$ cat src/rtl/alu_seq_if.sv
// Operand/result handshake bundle for alu_seq.
// The producer and consumer drive the master side, and the ALU drives the slave side.
interface alu_seq_if #(
  parameter int WIDTH = 8
);
  logic             In_Valid;
  logic             In_Ready;
  logic [2:0]       Op;
  logic [WIDTH-1:0] Data1;
  logic [WIDTH-1:0] Data2;
  logic             Out_Valid;
  logic             Out_Ready;
  logic [WIDTH-1:0] Result;
  logic [WIDTH-1:0] Result_Hi;
  logic             Carry;
  logic             Zero;
  logic             Error;

  modport master (
    output In_Valid, Op, Data1, Data2, Out_Ready,
    input  In_Ready, Out_Valid, Result, Result_Hi, Carry, Zero, Error
  );

  modport slave (
    input  In_Valid, Op, Data1, Data2, Out_Ready,
    output In_Ready, Out_Valid, Result, Result_Hi, Carry, Zero, Error
  );
endinterface

$ cat src/rtl/alu_seq.sv
// N-bit sequential ALU: logic and arithmetic ops take 1 cycle; with ALU_MUL_EN, MUL is shift-add (WIDTH+1 cycles).
// The result holds while Out_Ready is low, and a new op is accepted in the same cycle the old result drains.
module alu_seq #(
  parameter int WIDTH = 8
) (
  input  logic     Clk,
  input  logic     Clear,
  alu_seq_if.slave bus
);
  localparam logic [2:0]       OP_ADD = 3'b000;
  localparam logic [2:0]       OP_SUB = 3'b001;
  localparam logic [2:0]       OP_AND = 3'b010;
  localparam logic [2:0]       OP_OR  = 3'b011;
  localparam logic [2:0]       OP_XOR = 3'b100;
  localparam logic [2:0]       OP_SHL = 3'b101;
  localparam logic [2:0]       OP_SHR = 3'b110;
  localparam logic [2:0]       OP_MUL = 3'b111;
  localparam logic [WIDTH-1:0] W_AMT  = WIDTH'(WIDTH);

`ifdef ALU_MUL_EN
  localparam int CW = $clog2(WIDTH);
  typedef enum logic [1:0] {S_IDLE, S_BUSY, S_DONE} state_t;
`else
  typedef enum logic [1:0] {S_IDLE, S_DONE} state_t;
`endif

  state_t           state_q;
  logic [WIDTH-1:0] result_q, result_hi_q;
  logic             carry_q, zero_q, error_q;
  logic [WIDTH-1:0] a, b;
  logic             in_xfer, out_xfer;
  logic [WIDTH-1:0] res_d;
  logic             carry_d, err_d;
  logic [WIDTH:0]   add_w, sub_w, shl_w, shr_w;

  assign a             = bus.Data1;
  assign b             = bus.Data2;
  assign bus.Out_Valid = (state_q == S_DONE);
  assign bus.In_Ready  = !Clear && ((state_q == S_IDLE) || ((state_q == S_DONE) && bus.Out_Ready));
  assign in_xfer       = bus.In_Valid && bus.In_Ready;
  assign out_xfer      = bus.Out_Valid && bus.Out_Ready;
  assign bus.Result    = result_q;
  assign bus.Result_Hi = result_hi_q;
  assign bus.Carry     = carry_q;
  assign bus.Zero      = zero_q;
  assign bus.Error     = error_q;

  // The extra top/bottom bit of each shift result captures the last bit shifted out.
  always_comb begin
    add_w   = {1'b0, a} + {1'b0, b};
    sub_w   = {1'b0, a} - {1'b0, b};
    shl_w   = {1'b0, a} << b;
    shr_w   = {a, 1'b0} >> b;
    res_d   = '0;
    carry_d = 1'b0;
    err_d   = 1'b0;
    case (bus.Op)
      OP_ADD: {carry_d, res_d} = add_w;
      OP_SUB: {carry_d, res_d} = sub_w;
      OP_AND: res_d = a & b;
      OP_OR:  res_d = a | b;
      OP_XOR: res_d = a ^ b;
      OP_SHL: if (b < W_AMT) {carry_d, res_d} = shl_w;
      OP_SHR: if (b < W_AMT) begin
        res_d   = shr_w[WIDTH:1];
        carry_d = shr_w[0];
      end
      OP_MUL: begin
`ifndef ALU_MUL_EN
        err_d = 1'b1;
`endif
      end
    endcase
  end

`ifdef ALU_MUL_EN
  logic [WIDTH-1:0] mcand_q, prod_hi_q, prod_lo_q;
  logic [CW-1:0]    cnt_q;
  logic [WIDTH:0]   step_sum;
  logic [WIDTH-1:0] prod_hi_d, prod_lo_d;

  // {prod_hi, prod_lo} starts as {0, multiplier} and shifts right one step per cycle.
  always_comb begin
    step_sum  = {1'b0, prod_hi_q} + (prod_lo_q[0] ? {1'b0, mcand_q} : '0);
    prod_hi_d = step_sum[WIDTH:1];
    prod_lo_d = {step_sum[0], prod_lo_q[WIDTH-1:1]};
  end
`endif

  always_ff @(posedge Clk or posedge Clear) begin
    if (Clear) begin
      state_q     <= S_IDLE;
      result_q    <= '0;
      result_hi_q <= '0;
      carry_q     <= 1'b0;
      zero_q      <= 1'b0;
      error_q     <= 1'b0;
`ifdef ALU_MUL_EN
      mcand_q     <= '0;
      prod_hi_q   <= '0;
      prod_lo_q   <= '0;
      cnt_q       <= '0;
`endif
    end else begin
      case (state_q)
        S_IDLE, S_DONE: begin
          if (in_xfer) begin
`ifdef ALU_MUL_EN
            if (bus.Op == OP_MUL) begin
              mcand_q   <= a;
              prod_hi_q <= '0;
              prod_lo_q <= b;
              cnt_q     <= '0;
              state_q   <= S_BUSY;
            end else
`endif
            begin
              result_q    <= res_d;
              result_hi_q <= '0;
              carry_q     <= carry_d;
              zero_q      <= (res_d == '0);
              error_q     <= err_d;
              state_q     <= S_DONE;
            end
          end else if (out_xfer) begin
            state_q <= S_IDLE;
          end
        end
`ifdef ALU_MUL_EN
        S_BUSY: begin
          prod_hi_q <= prod_hi_d;
          prod_lo_q <= prod_lo_d;
          cnt_q     <= cnt_q + 1'b1;
          if (cnt_q == CW'(WIDTH - 1)) begin
            result_q    <= prod_lo_d;
            result_hi_q <= prod_hi_d;
            carry_q     <= 1'b0;
            zero_q      <= ({prod_hi_d, prod_lo_d} == '0);
            error_q     <= 1'b0;
            state_q     <= S_DONE;
          end
        end
`endif
        default: state_q <= S_IDLE;
      endcase
    end
  end
endmodule
$ cat src/flat_wrapper.sv
// flat-port wrapper written by rule: the top's interface ports become plain ports
module alu_seq_flat 
#(
  parameter int WIDTH = 8
)
  (Clk, Clear, bus_In_Valid, bus_Op, bus_Data1, bus_Data2, bus_Out_Ready, bus_In_Ready, bus_Out_Valid, bus_Result, bus_Result_Hi, bus_Carry, bus_Zero, bus_Error);
  alu_seq_if #(.WIDTH(WIDTH)) bus_i ();
  input  logic Clk;
  input  logic Clear;
  input wire logic [$bits(bus_i.In_Valid)-1:0] bus_In_Valid;
  input wire logic [$bits(bus_i.Op)-1:0] bus_Op;
  input wire logic [$bits(bus_i.Data1)-1:0] bus_Data1;
  input wire logic [$bits(bus_i.Data2)-1:0] bus_Data2;
  input wire logic [$bits(bus_i.Out_Ready)-1:0] bus_Out_Ready;
  output wire logic [$bits(bus_i.In_Ready)-1:0] bus_In_Ready;
  output wire logic [$bits(bus_i.Out_Valid)-1:0] bus_Out_Valid;
  output wire logic [$bits(bus_i.Result)-1:0] bus_Result;
  output wire logic [$bits(bus_i.Result_Hi)-1:0] bus_Result_Hi;
  output wire logic [$bits(bus_i.Carry)-1:0] bus_Carry;
  output wire logic [$bits(bus_i.Zero)-1:0] bus_Zero;
  output wire logic [$bits(bus_i.Error)-1:0] bus_Error;
  assign bus_i.In_Valid = bus_In_Valid;
  assign bus_i.Op = bus_Op;
  assign bus_i.Data1 = bus_Data1;
  assign bus_i.Data2 = bus_Data2;
  assign bus_i.Out_Ready = bus_Out_Ready;
  assign bus_In_Ready = bus_i.In_Ready;
  assign bus_Out_Valid = bus_i.Out_Valid;
  assign bus_Result = bus_i.Result;
  assign bus_Result_Hi = bus_i.Result_Hi;
  assign bus_Carry = bus_i.Carry;
  assign bus_Zero = bus_i.Zero;
  assign bus_Error = bus_i.Error;
  alu_seq #(.WIDTH(WIDTH)) u_core (.Clk(Clk), .Clear(Clear), .bus(bus_i));
endmodule
$ cat config.mk
export PLATFORM = sky130hd
export DESIGN_NAME = alu_seq_flat
export DESIGN_NICKNAME = d
export VERILOG_FILES = /design/src/rtl/alu_seq_if.sv /design/src/rtl/alu_seq.sv /design/src/flat_wrapper.sv
export SDC_FILE = /design/constraint.sdc
export NUM_CORES = 1
export LEC_CHECK = 0
export CAP_MARGIN = 20
export CORE_MARGIN = 2
export CORE_UTILIZATION = 40
export CTS_BUF_LIST = sky130_fd_sc_hd__clkbuf_4 sky130_fd_sc_hd__clkbuf_8
export DETAILED_ROUTE_END_ITERATION = 10
export SYNTH_ARGS = -nofsm -noshare
export SYNTH_HDL_FRONTEND = slang
export SYNTH_SLANG_ARGS = --single-unit
$ cat constraint.sdc
create_clock -name Clk -period 2.45 [get_ports Clk]
set_clock_uncertainty 0.05 [all_clocks]
set_input_delay 0.49 -clock Clk [delete_from_list [all_inputs] [get_ports Clk]]
set_output_delay 0.49 -clock Clk [all_outputs]
set_load 0.05 [all_outputs]
==> results.md, run 1 <==
- Setup Viol. Count Final: 3
- Number of top-level pins: 44
- Mean number of vias per cell: 5.47
- Vias in the first global route: 2,623
- #FFs+latches synth: 12
- Post-CTS Hold Buffers: 0
- Clk pwr share: 0.155
- Most frequent cell after synthesis: inv_1
- Pwr/cell area: 355 nW/um^2
- Achievable frequency: 366 MHz
- Largest net degree at the start of global routing: 23
- Grt ovf: 0
- Hold_sp: u_core.bus.Error
- Clk_lat worst skew: 0.24 ns
- # DRC: 0
- Worst r2r path cells: 7
- Core footprint: 5890 sq um
- Final hold viol count: 0
- Dpl hpwl: 6920 um
- Worst setup SP type: input port
- Post-synth EDFFs: 0
- Synth-to-Final Area Change: 62.5%
- WL/cell: 16.7 um
- RSZ-0062 raised after global routing: true
- Crit path DAT: 2.83 ns
- Worst vdd ir: 0.000457 V
- Count of pins over their slew limit: 0
- Sequential Power Share: 0.183
- WL final: 8460 um
- Hold endpoint: u_core.bus.Error
- CP Class: input port to flop
- Failing checks: setup timing
- Sequential share of the synthesized area: 0.125
- Outcome: finished, violations left
- WP data required: 2.55 ns
- Num CTS Buffers: 3
- Worst R2R Start: u_core.state_q[0]
- Core Rows: 28
- Clock slew at reported path FFs: 0.06 ns
- Die Ht: 81.6 um
- Total die area: 6660 sq um
- P_leak: 1.76 nW
- Switch Pwr: 0.600 mW
- Yosys top cell by area: dfrtp_1
- Async set-or-reset flop fraction in the synthesized netlist: 1.00
- Mean Syn Cell Area: 7.85 sq um
- Final Cycle Share: 1.11
- IO Port Bufs: 35
- Synth area leaders: dfrtp_1 (12%), ha_1 (12%), mux4_2 (5.6%)
- Layout cells sized above 1: 0.425
- Final GP Congestion: 0.984
- CP Max Fanout: 3
- Top_reg_cell synth: dfrtp_1
- Comb pwr share: 0.662
- Die X: 81.6 um
- CTS Root Cell: clkbuf_8
- Starting Density: 0.410
- Final worst slack: -0.279 ns
- Crit. End Element: flop
- Cells on Worst Hold Path: 1
- Final Critical Period: 2.73 ns
- CTS tree: done
- Int Power: 0.790 mW
- Post-Syn Area: 2410 sq um
- Synthesized instance count: 307
- Synth top cells by count: inv_1 (26), ha_1 (24), a21oi_1 (21), nand2_1 (21), o21ai_0 (20)
- Total power: 1.39 mW
- H-tree depth: 1
- Worst hold path type: flop to flop
- GRT Util Overall: 0.260
- Max Cap Viol: 0
- CTS Buffer Depth: 2
- Initial antenna violation count: 0
- Top cell type's share of synthesized area: 0.125
- Initial drt markers: 147
- Worst R2R End: u_core.bus.Zero
- Routed vias: 2,766
- First-pass GRT wire length: 13,100 um
- ANT nets after route: 0
- Clock sink count: 12
- Switching part of the total: 0.432
- Total Nets Final: 481
- Synth warn: 0
- Synth unique cells: 62
- Min Hold Slack: 0.434 ns
- Inserted Diodes: 0
- Worst reg-to-reg setup slack: 0.45 ns
- 1st-pass router iterations: 4
-- power groups by stage --
| stage | combinational [mW] | sequential, mW | clock (mW) |
|---|---|---|---|
| 2_1_floorplan | 0.385 | 0.385 | 0 |
| 3_3_place_gp | 0.847 | 0.256 | 0 |
| 3_5_place_dp | 0.856 | 0.258 | 0 |
| 4_1_cts | 0.894 | 0.254 | 0.220 |
| 5_1_grt | 0.982 | 0.258 | 0.233 |
| 6_report | 0.920 | 0.254 | 0.216 |
-- cell type report --
class | instances | area, sq um
clock buffers | 4 | 55.1
fillers | 554 | 1970
flip-flops and latches | 12 | 300
well taps | 75 | 93.8
multi-input cells | 251 | 2200
repair buffers | 136 | 1130
inverters | 28 | 138
-- layer usage --
layer / track usage / part of all wire
met1: 0.345 / 0.43
met2: 0.452 / 0.48
met3: 0.0330 / 0.066
met4: 0.0550 / 0.019
met5: 0 / 0
-- critical path: stages --
cell and delay, ns:
buf_12 0.12, clkinv_8 0.04, ha_4 0.11, inv_2 0.04
fa_2 0.39, xnor2_2 0.15, a221oi_2 0.22, nor2_1 0.08
or4_4 0.56, nor4_4 0.24, nand4b_1 0.15, o31ai_2 0.24
-- registers in the layout, indices dropped and copies added (netlist names) --
| signal | flops |
|---|---|
| u_core.bus.Zero | 1 |
| u_core.bus.Result | 8 |
| u_core.bus.Error | 1 |
| u_core.bus.Carry | 1 |
| u_core.state_q | 1 |
-- through the flow --
stage / util / setup TNS [ns] / setup WS [ns] / cell area [sq um] / std cells
2_1_floorplan: - / -0.316 / -0.199 / 2600 / 314
3_3_place_gp: 0.613 / -7.04 / -1.01 / 3610 / 499
3_5_place_dp: 0.613 / -7.44 / -1.09 / 3610 / 499
4_1_cts: 0.651 / -0.459 / -0.250 / 3830 / 505
5_1_grt: 0.666 / -0.659 / -0.310 / 3920 / 506
6_report: 0.666 / -0.358 / -0.279 / 3920 / 506
-- kinds of logic (layout without fill, tap and decap cells) --
| kind of cell | count (synthesis) | in the layout | share of synthesized area |
|---|---|---|---|
| AOI/OAI and AO/OA | 89 | 89 | 0.252 |
| xor gates and xnor gates | 5 | 5 | 0.0182 |
| adders and majority gates | 26 | 26 | 0.141 |
| buffers and inverters | 51 | 168 | 0.104 |
| DFF | 12 | 12 | 0.125 |
| muxes | 20 | 20 | 0.124 |
| other | 1 | 8 | 0.00156 |
| and+or+nand+nor | 103 | 103 | 0.235 |
-- worst max path at each step --
| stage | start | endpoint | slack (ns) | depth (start not counted) |
|---|---|---|---|---|
| after global routing | bus_Data1[0] | u_core.bus.Zero | -0.31 | 12 |
| after detailed placement | bus_Data1[0] | u_core.bus.Zero | -1.09 | 11 |
| after CTS | bus_Data1[0] | u_core.bus.Zero | -0.25 | 12 |
| after global placement | bus_Data1[0] | u_core.bus.Zero | -1.01 | 11 |
| after floorplan | bus_Data2[0] | u_core.bus.Zero | -0.20 | 9 |
| final | bus_Data1[0] | u_core.bus.Zero | -0.28 | 12 |
-- placed cells by master (no fill, tap or decap), types with 4 or more instances in the layout --
cell | synthesis | final
o211ai_1 | 7 | 7
buf_4 | 8 | 96
mux2i_1 | 8 | 8
or3_1 | 4 | 4
conb_1 | 1 | 8
clkdlybuf4s50_1 | 0 | 19
nor2b_1 | 5 | 4
a21oi_2 | 1 | 4
ha_4 | 0 | 9
a211oi_1 | 6 | 6
ha_2 | 0 | 4
nand3b_1 | 4 | 4
nand3_1 | 7 | 6
dfrtp_1 | 12 | 12
dlygate4sd2_1 | 0 | 5
buf_6 | 3 | 6
a21oi_1 | 21 | 16
nand2_1 | 21 | 21
nor2_1 | 18 | 18
o21ai_0 | 20 | 17
nand2b_1 | 7 | 6
ha_1 | 24 | 11
mux2_2 | 5 | 4
inv_2 | 0 | 8
inv_1 | 26 | 16
clkbuf_8 | 0 | 4
nor3_1 | 9 | 6
mux4_2 | 6 | 6
-- timing repair --
action / in CTS / in global routing
setup buffers: 2 / 1
pin swaps: 20 / 12
endpoints found under the setup margin: 10 / 10
gates resized for setup: 70 / 29
(Power assumes the default switching activity.)
==> inputs of run 2 (changes only) <==
Settings changed: CORE_ASPECT_RATIO set to 1.5, SLEW_MARGIN set to 20.
==> run 2 against run 1 <==
  * Largest cell class unchanged
  * The flow still finishes with violations (setup timing)
  * Core utilization is 3.5 points higher
  * Critical path depth fell by 2
  * Critical endpoint unchanged
  * First-iteration DRC count fell by 12%
==> results.md, run 2 (same netlist as run 1, synthesis figures left out) <==
- Most used cell, CP: buf_6
- Largest register FFs: 8
- Worst hold path type: flop to flop
- CTS tree: done
- Most frequent cells in the layout: buf_4 (100), nand2_1 (21), clkdlybuf4s50_1 (19), nor2_1 (18)
- Sum of negative setup slack: -0.238 ns
- Inserted Diodes: 0
- Core Rows: 34
- 1st-pass router iterations: 4
- Relative slew slack: 0.664
- WL final: 9210 um
- Final hold viol count: 0
- Pwr/cell area: 344 nW/um^2
- CP Class: input port to flop
- Initial drt markers: 130
- WP depth: 10
- IO Port Bufs: 35
- Achievable frequency: 388 MHz
- WL/cell: 17.9 um
- Final GP Congestion: 0.951
- Crit. End Element: flop
- Clk_lat worst skew: 0.24 ns
- RSZ-0062 raised after global routing: true
- Starting Density: 0.414
- CP Buf/Inv Count: 2
- Setup Viol. Count Final: 6
- Fin area: 4080 sq um
- Cells on Worst Hold Path: 1
- Placed inst area: 3660 sq um
- CTS Root Cell: clkbuf_8
- GRT Util Overall: 0.286
- Worst r2r path cells: 7
- Total power: 1.40 mW
- Total Nets Final: 493
- Outcome: finished, violations left
- Fin cells: 514
- First-pass GRT wire length: 14,400 um
- WP data required: 2.56 ns
- Min Hold Slack: 0.427 ns
- Clock slew at reported path FFs: 0.05 ns
- Failing checks: setup timing
- CP Max Fanout: 4
- Crit path DAT: 2.68 ns
- Core footprint: 5830 sq um
- Die Ht: 99.1 um
- Worst vdd ir: 0.000136 V
- Dpl hpwl: 7320 um
- Worst path max stage delay: 0.50 ns
- Count of pins over their slew limit: 0
- Mean number of vias per cell: 5.58
- Die X: 67.4 um
- Cell Chain, Critical Path: buf_6 -> buf_6 -> fa_2 -> nand3_2 -> a21oi_2 -> and3_1 -> or4_1 -> a211o_1 -> nand4b_1 -> o31ai_2
- Num CTS Buffers: 3
- Worst setup SP type: input port
- Final Cycle Share: 1.05
- CP max stage cell: or4_1
- ANT nets after route: 0
- Placed Instances: 501
- Final worst slack: -0.128 ns
- Vias in the first global route: 2,954
- # DRC: 0
- CP top delay family: simple AND/OR/NAND/NOR gates
- H-tree depth: 1
- CTS Buffer Depth: 2
- Final Core Density: 0.701
- Number of top-level pins: 44
- Routed vias: 2,866
- Layout cells sized above 1: 0.455
- Final Critical Period: 2.58 ns
- Total die area: 6680 sq um
- Worst Max-Slew Pin Slew: 0.502 ns
- Initial antenna violation count: 0
- Max Cap Viol: 0
- Post-CTS Hold Buffers: 0
- Grt ovf: 0
- Largest net degree at the start of global routing: 23
- Commonest non-fill, non-tap cell in the layout: buf_4
- Clock sink count: 12
- Synth-to-Final Area Change: 69.4%
- P_leak: 1.83 nW
- Pre-CTS WS: -0.953 ns
[run 2: power by group]
group | total (mW) | switching, mW | leakage (nW) | internal [mW]
clock network | 0.179 | 0.0711 | 0.0216 | 0.108
registers | 0.255 | 0.0205 | 0.154 | 0.235
logic | 0.969 | 0.525 | 1.66 | 0.444
[run 2: worst reg2reg max path, delay by kind of cell, from the launching register on]
kind / cells / cell delay, ns
and+or+nand+nor: 4 / 0.97
buffers and inverters: 1 / 0.07
DFF: 1 / 0.37
AOI/OAI and AO/OA: 2 / 0.36
[run 2: area by class of cell]
type,instances,area [sq um]
Multi-Input combinational cell,251,2260
Tap cell,72,90.1
Timing Repair Buffer,148,1260
Clock buffer,3,41.3
Fill cell,473,1740
Inverter,28,130
Sequential cell,12,300
[run 2: worst paths after layout]
check,to,slack [ns],startpoint
setup / recovery,u_core.bus.Zero,-0.13,bus_Data2[1]
hold / removal,u_core.bus.Error,0.43,u_core.bus.Error
setup reg to reg,u_core.bus.Zero,0.56,u_core.state_q[0]
hold reg to reg,u_core.bus.Error,0.43,u_core.bus.Error
max in group asynchronous,u_core.bus.Result[0],1.67,Clear
min in group asynchronous,u_core.bus.Result[3],0.52,Clear
[run 2: timing repair]
item / in CTS / in global routing
endpoints found under the setup margin: 10 / 10
gates resized for setup: 79 / 33
cloned: 0 / 1
setup buffers: 4 / 5
pin swaps: 21 / 17
[run 2: metal layers]
layer	global-route usage	wire length, um
met4	0.157	490
met5	0	0
met1	0.323	3410
met3	0.0251	460
met2	0.510	4850
